$ cat src/rtl/apu_cmd_sched.sv
// APU command scheduler: queues CPU writes aimed at the VDC sub-CPU (APU)
// and presents them one at a time on APU port A under an ACK handshake.
// Build option: define APU_CMD_FIFO_EN for the queued FIFO + handshake FSM.
// Without it, each selected CPU write is latched straight onto APU_DB.
module apu_cmd_sched #(
  parameter int DEPTH = 4
) (
  input  logic       CLK,
  input  logic       RESET,
  input  logic       CP2_NEGEDGE,
  input  logic       SCPUB,
  input  logic       WRB,
  input  logic [7:0] DB_I,
  input  logic       APU_RESB,
  input  logic       APU_ACK,
  output logic [7:0] APU_DB,
  output logic       CPU_INT,
  output logic       FULL,
  output logic       EMPTY,
  output logic       OVF
);

  if (DEPTH < 2 || DEPTH > 16 || (DEPTH & (DEPTH - 1)) != 0) begin : g_depth_check
    $error("apu_cmd_sched: DEPTH must be a power of two in 2..16");
  end

  // CPU write aimed at the APU, sampled on the phase-2 falling edge.
  logic wr_hit;
  assign wr_hit = CP2_NEGEDGE & ~SCPUB & ~WRB;

`ifdef APU_CMD_FIFO_EN

  localparam int AW = $clog2(DEPTH);
  localparam int CW = AW + 1;

  typedef enum logic [1:0] {
    IDLE    = 2'd0,
    PRESENT = 2'd1,
    RETIRE  = 2'd2
  } state_t;

  state_t        state, state_next;
  logic [7:0]    mem [DEPTH];
  logic [AW-1:0] wr_ptr, rd_ptr;
  logic [CW-1:0] count;
  logic [7:0]    db_q;
  logic          wr_armed, ack_prev, ovf_q;
  logic          wr_event, push, pop, load_db, ack_rise, full, empty;

  assign full     = (count == CW'(DEPTH));
  assign empty    = (count == '0);
  assign wr_event = wr_hit & wr_armed & APU_RESB;
  assign push     = wr_event & ~full;
  assign ack_rise = APU_ACK & ~ack_prev;

  // Arm once per CPU write cycle: a selected write disarms, any other strobe re-arms.
  always_ff @(posedge CLK or posedge RESET) begin
    // NOTE: sequential state uses non-blocking (<=) so every flop samples pre-edge values.
    if (RESET) begin
      wr_armed <= 1'b1;
    end else if (CP2_NEGEDGE) begin
      wr_armed <= ~wr_hit;
    end
  end

  // Previous ACK level for rising-edge detection.
  always_ff @(posedge CLK or posedge RESET) begin
    if (RESET) begin
      ack_prev <= 1'b0;
    end else begin
      ack_prev <= APU_ACK;
    end
  end

  // Handshake FSM: present the head, pop on ACK rise, wait for ACK release.
  always_comb begin
    // NOTE: defaults first so no path leaves a combinational output unassigned (no latches).
    state_next = state;
    pop        = 1'b0;
    load_db    = 1'b0;
    case (state)
      IDLE: begin
        if (!empty) begin
          state_next = PRESENT;
          load_db    = 1'b1;
        end
      end
      PRESENT: begin
        if (ack_rise) begin
          state_next = RETIRE;
          pop        = 1'b1;
        end
      end
      RETIRE: begin
        if (!APU_ACK) begin
          if (!empty) begin
            state_next = PRESENT;
            load_db    = 1'b1;
          end else begin
            state_next = IDLE;
          end
        end
      end
      default: state_next = IDLE;
    endcase
  end

  // Queue bookkeeping, overflow flag, FSM state and the presented byte.
  always_ff @(posedge CLK or posedge RESET) begin
    if (RESET) begin
      state  <= IDLE;
      wr_ptr <= '0;
      rd_ptr <= '0;
      count  <= '0;
      ovf_q  <= 1'b0;
      db_q   <= 8'h00;
    end else if (!APU_RESB) begin
      state  <= IDLE;
      wr_ptr <= '0;
      rd_ptr <= '0;
      count  <= '0;
      ovf_q  <= 1'b0;
      db_q   <= 8'h00;
    end else begin
      state <= state_next;
      if (push) wr_ptr <= wr_ptr + 1'b1;
      if (pop)  rd_ptr <= rd_ptr + 1'b1;
      case ({push, pop})
        2'b10:   count <= count + 1'b1;
        2'b01:   count <= count - 1'b1;
        default: count <= count;
      endcase
      if (wr_event && full) ovf_q <= 1'b1;
      if (load_db) db_q <= mem[rd_ptr];
    end
  end

  // Storage array written at the tail.
  always_ff @(posedge CLK) begin
    // NOTE: the array has no reset; entries are only read once count says they were written.
    if (push) mem[wr_ptr] <= DB_I;
  end

  assign APU_DB  = db_q;
  assign FULL    = full;
  assign EMPTY   = empty;
  assign OVF     = ovf_q;
  assign CPU_INT = APU_ACK & empty;

`else

  logic [7:0] db_q;

  // Direct path: every selected write lands on APU port A one clock later.
  always_ff @(posedge CLK or posedge RESET) begin
    if (RESET) begin
      db_q <= 8'h00;
    end else if (!APU_RESB) begin
      db_q <= 8'h00;
    end else if (wr_hit) begin
      db_q <= DB_I;
    end
  end

  assign APU_DB  = db_q;
  assign FULL    = 1'b0;
  assign EMPTY   = 1'b1;
  assign OVF     = 1'b0;
  assign CPU_INT = APU_ACK;

`endif

endmodule

$ cat config.mk
export PLATFORM = sky130hd
export DESIGN_NAME = apu_cmd_sched
export DESIGN_NICKNAME = d
export VERILOG_FILES = /design/src/rtl/apu_cmd_sched.sv
export SDC_FILE = /design/constraint.sdc
export NUM_CORES = 1
export LEC_CHECK = 0
export ABC_AREA = 1
export BUFFER_PORTS_ARGS = -buffer_cell sky130_fd_sc_hd__buf_2
export CORE_MARGIN = 5
export CORE_UTILIZATION = 25
export CTS_CLUSTER_DIAMETER = 100
export CTS_CLUSTER_SIZE = 16
export DETAILED_ROUTE_END_ITERATION = 16
export PLACE_DENSITY_LB_ADDON = 0.15
export SYNTH_ARGS = -nofsm -noshare
export SYNTH_HDL_FRONTEND = slang
export SYNTH_SLANG_ARGS = --single-unit
$ cat constraint.sdc
create_clock -name CLK -period 1.9 [get_ports CLK]
set_clock_uncertainty 0.15 [all_clocks]
set_input_delay 0.38 -clock CLK [delete_from_list [all_inputs] [get_ports CLK]]
set_output_delay 0.38 -clock CLK [all_outputs]
set_load 0.02 [all_outputs]
# [Yosys cells after proc, flatten, opt, wreduce, memory -nomap -nowiden]
# Cells that the tools add are included.
[totals] register_bits=8 latch_bits=0 mem_bits_rw=0 mem_bits_ro=0 inputBits=15 output_inout_bits=12 memories=0
[classes] addsub=0 n_mul=0 div=0 magnitude_cmp=0 eq_ne=1 shift=0 muxes=2 n_bitwise=4 reduce_logical=0
[ops] operator="2-to-1 mux 8 bit" count=2
[ops] operator="bitwise AND 1 bit" count=2
[ops] operator="inequality test 2 x 1 -> 1 bit, second input constant" count=1
[ops] operator="inverter 1 bit" count=2

# [Logic depth before layout (Yosys ltp)]
# Gate-level depths: netlist of run 1.
[depth] word_depth=5 ltp_mapped=5 depth_no_buf=5

# [Least setup slack after synthesis of run 1]
# No wires, ideal clock.
[synth_timing] kind="input to register" startpoint="input APU_RESB" endpoint="register db_q[2] (netlist: APU_DB[2])" setup_ns=0.118 arrival_ns=0.785 required_time_ns=1.632 slack_ns=0.847 cell_stages=4 n_path_buf=2 cell_sequence="buf_4 buf_4 nand3_1 nand2_1"
[synth_via] elab_chain_cells=1 elab_cells_between_ends=2 classes_between="eq/ne: 1; mux: 1"
[synth_rtl] element="start, declared" line_no="14" source="input logic APU_RESB,"
[synth_rtl] element="inequality test 2 x 1 -> 1 bit (no source line) or 2-to-1 mux 8 bit (tied branches)"
[synth_rtl] element="end signal, assigned" line_no="157" source="db_q <= 8'h00;"
[synth_rtl] element="end signal, assigned" line_no="159" source="db_q <= 8'h00;"
[synth_rtl] element="end signal, assigned" line_no="161" source="db_q <= DB_I;"
[synth_rtl] element="end, declared" line_no="152" source="logic [7:0] db_q;"
# Several ways; a longest one is shown, not always the timed one.
# A chain may end at the register's enable or synchronous reset.

# [Worst setup path in the final report of run 1]
[layout_timing] startpoint="register db_q[0] (netlist: APU_DB[0])" endpoint="output APU_DB[0]"
[layout_lines] element="end, declared" line_no="16" source="output logic [7:0] APU_DB,"
# No word-level cell between the ends.

==> impl_results.md, run 1 <==
- Run status: completed
- Switching fraction of total power: 25.9%
- Type of origin of the critical path: register
- Boundary Pins: 27
- Crit-path cells: buf_2
- Instance count along the most critical hold path: 3
- Number of inserted filler cells in the final layout: 187
- Setup Crit Path Kind: register to output pin
- Setup crit end kind: output pin
- CTS Buf Count: 3
- Initial standard-cell utilization of the core: 25.5%
- Hold Slack: 243 ps
- Top area cells in the synthesized netlist: dfrtp_1, nand2_1, buf_4, nand3_1, nand4_1
- Worst hold-check path type: input port to register
- Commonest cells in the netlist: nand2_1, dfrtp_1, nand3_1, buf_4, inv_1
- Remaining DRCs: 0
- Worst r2r dst: APU_DB[0]
- Placeable Area: 1670 um^2
- Clock group share of total power: 34.7%
- Reg2reg path depth: 2
- Cell type with the highest aggregate area in the netlist: dfrtp_1
- Share of cells above drive strength 1: 37.3%
- Fmax: 754 MHz
- Endpoint with the worst hold slack: APU_DB[4]
- Number of global-route vias before repair: 349
- Die Footprint: 2630 um^2
- Post-route insts no fill: 92
- Portion of the clock cycle consumed by the worst path in the final layout: 69.8%
- Pin count of the biggest net entering global routing: 17
- Die H: 51.3 um
- Clock Sinks: 8
- Final weighted congestion in routability-driven placement: 0.696
- Hold path start: DB_I[4]
- Die boundary width: 51.3 um
- Number of enable flip-flop cells after synthesis: 0
- Leakage power summed over all cells: 0.368 nW
- Synth warn: 0
- Master cell of the clock root buffer: clkbuf_4
- Cell with the largest stage delay on the worst path: dfrtp_1
- Average wire length per cell after detail routing: 10.5 um
- Wire length of the first global-routing pass: 1520 um
- Router iterations before antenna repair: 3
- Most instantiated flip-flop cell in the synthesis netlist: dfrtp_1
- Total negative slack: 0 ps
- Via Count: 375
- Final max-slew violation count: 0
- Data arrival time of the critical path: 800 ps
- Reg2Reg Setup Slack: 1120 ps
- DRT antenna net count: 0
- Count of input and output buffers: 21
- Post-Synthesis Cell Area: 425 um^2
- Gate Count Post-Synth: 55
- Share of synthesized area occupied by flip-flops and latches: 47.1%
- Fin. Hold Viols: 0
- CTS tree: yes
- Area share of the largest cell type after synthesis: 47.1%
- Maximum clock path buffer count: 2
- Final critical delay including setup and external delays: 1330 ps
- Number of antenna repair diodes: 0
- Async SR Flop Fraction: 100%
- Placed Cells: 88
- Clock latency reported for the late side of the worst-skew pair: 250 ps
- Number of gates given a new drive strength after cts: 0
- Total power per unit cell area: 667 nW/um^2
- Kind of cell with the highest combined delay on the critical path: flip-flops
- Total number of H-tree levels: 1
- Relative area change from synthesis to final layout: 27.6%
- Total global routing overflow: 0
- Most common cell in the synthesized netlist: nand2_1
- Maximum fanout count along the critical path: 2
- Global-route total usage across every layer: 8.18%
- Post-synthesis cell type count: 10
- Required time of the worst setup path: 1370 ps
- Unrepaired setup endpoints after global routing: no
- Seq pwr share: 49.4%
- Syn Area/Cell: 7.73 um^2
- Net switching component of the power: 0.0000937 W
- Vias per cell: 4.08
- Number of buffer and inverter instances along the worst setup path: 1
- Logic depth of the worst path, buffers included: 1
- Final layout net count: 92
- Number of register bits inferred by synthesis: 8
- Half-perimeter wire length of the detailed placement result: 742 um
- Final setup violation count: 0
- Final routed wirelength across all metal layers: 964 um
- Slowest cell delay on critical path: 390 ps
- Starting DRC count in detailed routing: 6
- IR drop worst, VDD: 0.193 mV
- Initial antenna violation count: 0
- Comb pwr share: 16.0%
- Reg-to-reg critical path startpoint: APU_DB[0]
- Number of standard-cell rows in the floorplan: 15
- Flip-flop count of the largest register, all copies and words added: 8
- Clk slew on worst S/H paths: 50 ps
- Internal power consumption: 0.000269 W
- Max-capacitance violation count: 0
worst register-to-register path, cell delays in order (launching register included):
cell and delay, ps:
dfrtp_1 390, nand3_1 80, nand2_1 50
kinds of logic after synthesis:
logic type             after synthesis  share of synthesized area, %
DFF                                  8                          47.1
and+or+nand+nor                     30                          32.6
other                                2                          1.77
buffers and inverters               15                          18.5
power groups by stage:
stage	Clock [W]	Combinational, W	Sequential (W)
after global placement	0	0.0000567	0.000182
after floorplan	0	0.0000363	0.000189
final	0.000126	0.0000578	0.000179
after CTS	0.000132	0.0000586	0.000179
after global routing	0.000146	0.0000648	0.000179
after detailed placement	0	0.0000568	0.000182
metrics by stage:
step / power (W) / worst slack [ps] / instance area (um^2) / utilization, %
floorplan: 0.000225 / 847 / 429 / -
global placement: 0.000239 / 692 / 510 / 30.6
detailed placement: 0.000239 / 682 / 510 / 30.6
CTS: 0.000370 / 561 / 543 / 32.5
global route: 0.000390 / 531 / 543 / 32.5
finish: 0.000362 / 573 / 543 / 32.5
per-layer routing:
layer / vias to the layer above / routed length, um / track usage (%)
met1: 154 / 464 / 10.2
li1: 204 / - / -
met4: 0 / 0 / 6.99
met5: - / 0 / 0
met3: 0 / 120 / 5.25
met2: 17 / 380 / 9.23
worst max-delay path by stage:
stage | slack, ps | startpoint | end
detailed placement | 680 | WRB | APU_DB[5]
global route | 530 | APU_DB[0] | APU_DB[0]
finish | 570 | APU_DB[0] | APU_DB[0]
CTS | 560 | APU_DB[0] | APU_DB[0]
floorplan | 850 | APU_RESB | APU_DB[2]
global placement | 690 | WRB | APU_DB[5]
what timing repair did:
item                       4_1_cts  5_1_grt
hold buffers                     1        0
hold endpoints to repair         8        0
setup endpoints to repair        0        0
setup buffers                    0        0
placed cells by master, fill, tap and decap left out:
cell type and instances:
conb_1 3, dlygate4sd3_1 1, nand4_1 4, nand3_2 1
nor2_1 1, nand3_1 8, inv_1 6, inv_2 3
dfrtp_1 8, buf_2 21, clkbuf_4 3, nand2_1 16
area by class of cell:
class / instances / area, um^2 / share of cell area (%)
clock buffer: 3 / 22.5 / 4.15
inverter: 9 / 33.8 / 6.22
multi-input combinational: 33 / 150 / 27.6
tap: 17 / 21.3 / 3.92
sequential: 8 / 200 / 36.9
timing repair buffer: 22 / 115 / 21.2
No activity file was read; power rests on OpenSTA's default activity.
==> run 2, diff against run 1 <==
ABC_AREA = 0   (was 1)
clock period = 1.05 ns   (was 1.9 ns; I/O delays follow)
==> impl_results.md, run 2 <==
- Cell with the largest stage delay on the worst path: dfrtp_1
- Most instantiated flip-flop cell in the synthesis netlist: dfrtp_1
- Number of standard-cell rows in the floorplan: 14 (-1)
- Post-route insts no fill: 83 (-9.8%)
- CTS tree: yes
- Total global routing overflow: 0 (unchanged)
- Commonest non-fill, non-tap cells in the layout: nand2_1, buf_2, dfrtp_1, mux2i_1, buf_6
- Count of input and output buffers: 21 (unchanged)
- Post-synthesis cell type count: 9 (-1)
- Total negative slack: -620 ps (-620 ps)
- Crit-path cells: buf_6
- Gate Count Post-Synth: 43 (-22%)
- Half-perimeter wire length of the detailed placement result: 692 um (-6.7%)
- IR drop worst, VDD: 0.809 mV (+320%)
- Die boundary width: 51.1 um (-0.35%)
- Via Count: 357 (-4.8%)
- Flip-flop count of the largest register, all copies and words added: 8 (unchanged)
- GR Util met1: 8.44% (-1.8 points)
- Post-Synthesis Cell Area: 422 um^2 (-0.88%)
- Average wire length per cell after detail routing: 11.0 um (+5.2%)
- Worst path setup slack after routing: -86.2 ps (-660 ps)
- Final max-slew violation count: 0 (unchanged)
- Unrepaired setup endpoints after global routing: yes
- Number of register bits inferred by synthesis: 8 (unchanged)
- Share of synthesized area occupied by flip-flops and latches: 47.5% (+0.42 points)
- Fmax: 880 MHz
- Setup Crit Path Kind: register to output pin
- Clk slew on worst S/H paths: 50 ps (about the same)
- Number of enable flip-flop cells after synthesis: 0 (unchanged)
- CTS Buf Count: 3 (unchanged)
- Global-route total usage across every layer: 7.88% (-0.31 points)
- Final layout net count: 84 (-8.7%)
- Number of global-route vias before repair: 353 (+1.1%)
- Data arrival time of the critical path: 780 ps (-20 ps)
- Starting DRC count in detailed routing: 1 (-5)
- Portion of the clock cycle consumed by the worst path in the final layout: 108%
- Most common cell in the synthesized netlist: nand2_1
- Clock latency reported for the late side of the worst-skew pair: 250 ps (about the same)
- Final non-filler cell area: 613 um^2 (+13%)
- Total number of H-tree levels: 1 (unchanged)
- Initial antenna violation count: 0 (unchanged)
- Final routed wirelength across all metal layers: 915 um (-5.1%)
- Leakage power summed over all cells: 0.320 nW (-13%)
- Worst hold-check path type: input port to register
- Final setup violation count: 8 (+8)
- Met2 Resource Use GR: 11.6% (+2.4 points)
- Type of origin of the critical path: register
- Maximum fanout count along the critical path: 2 (unchanged)
- Run status: complete, but fails checks
- Master cell of the clock root buffer: clkbuf_4
- Share of cells above drive strength 1: 44.8% (+7.4 points)
- Total power per unit cell area: 1110 nW/um^2 (+66%)
- Cell type with the highest aggregate area in the netlist: dfrtp_1
- Placed Instance Area: 500 um^2 (-2.0%)
- Placed Cells: 75 (-15%)
- Max-capacitance violation count: 0 (unchanged)
- Commonest cells in the netlist: nand2_1, dfrtp_1, mux2i_1, buf_4
- Placeable Area: 1560 um^2 (-6.7%)
- Syn Area/Cell: 9.81 um^2 (+27%)
- DRT antenna net count: 0 (unchanged)
- Relative area change from synthesis to final layout: 45.4%
- Synth warn: 0 (unchanged)
- Kind of cell with the highest combined delay on the critical path: flip-flops
- Router iterations before antenna repair: 2 (-1)
- Die Footprint: 2610 um^2 (-0.70%)
- Met3 track demand over resource in global routing: 6.40% (+1.1 points)
- Slowest cell delay on critical path: 390 ps (about the same)
- Maximum clock path buffer count: 2 (unchanged)
- Remaining DRCs: 0 (unchanged)
- Clock Sinks: 8 (unchanged)
- Violated checks: negative setup slack
- Grt peak-use layer: met2
- Vias per cell: 4.30 (+5.5%)
- Required time of the worst setup path: 690 ps (-680 ps)
- Most common cell after layout, fill and taps aside: nand2_1
- Async SR Flop Fraction: 100% (unchanged)
- Die H: 51.1 um (-0.35%)
- Boundary Pins: 27 (unchanged)
- Wire length of the first global-routing pass: 1480 um (-3.1%)
- Top area cells in the synthesized netlist: dfrtp_1, mux2i_1, nand2_1, buf_4, buf_6
- Final weighted congestion in routability-driven placement: 0.690 (-0.85%)
- Setup crit end kind: output pin
- Number of antenna repair diodes: 0 (unchanged)
- Area share of the largest cell type after synthesis: 47.5% (+0.42 points)
- Fin. Hold Viols: 0 (unchanged)
- Initial standard-cell utilization of the core: 27.0% (+1.6 points)
- Number of buffer and inverter instances along the worst setup path: 1 (unchanged)
- Hold Slack: 55.2 ps (-188 ps)
- Pin count of the biggest net entering global routing: 17 (unchanged)
- Final critical delay including setup and external delays: 1140 ps
[run 2: path summary, 6_finish.rpt]
path / start / to / slack, ps / cells after the start
max: APU_DB[0] / APU_DB[0] / -90 / 1
min: DB_I[7] / APU_DB[7] / 60 / 3
max reg2reg: APU_DB[4] / APU_DB[4] / 40 / 4
min reg2reg: APU_DB[3] / APU_DB[3] / 400 / 2
max in group asynchronous: RESET / APU_DB[5] / 200 / 3
min in group asynchronous: RESET / APU_DB[0] / 310 / 3
[run 2: area by class of cell]
type,count,area [um^2]
Clock buffer,3,22.5
Tap cell,16,20.0
Multi-Input combinational cell,28,164
Sequential cell,8,200
Fill cell,166,946
Inverter,1,3.75
Timing Repair Buffer,27,203
[run 2: kinds of logic after synthesis]
group / after synthesis / share of synthesized area (%)
AND/OR/NAND/NOR: 17 / 17.2
multiplexers: 8 / 19.0
flip-flops: 8 / 47.5
buffers and inverters: 8 / 14.5
other: 2 / 1.78
[run 2: metal layers]
metal	vias up	routed length (um)
met2	16	452
met3	0	119
met5	-	0
li1	178	-
met4	0	0
met1	163	344
[run 2: per-stage QoR]
step | total power (W) | worst slack, ps | utilization (%)
3_3_place_gp | 0.000431 | -74.3 | 32.1
6_report | 0.000678 | -86.2 | 39.3
3_5_place_dp | 0.000431 | -74.7 | 32.1
2_1_floorplan | 0.000410 | 111 | -
5_1_grt | 0.000723 | -137 | 39.3
4_1_cts | 0.000697 | -108 | 38.4
[run 2: power breakdown]
group          total, W  internal [W]  switching, W
combinational  0.000122     0.0000599     0.0000623
sequential     0.000326      0.000319    0.00000694
clock          0.000229      0.000130     0.0000990
[run 2: repair_timing]
item                                    CTS  global route
endpoints found under the hold margin     8             0
hold buffers                              1             0
gates cloned                              0             0
gates resized for setup                  16             0
setup buffers                             2             2
pin swaps                                 0             0
endpoints found under the setup margin    8             8
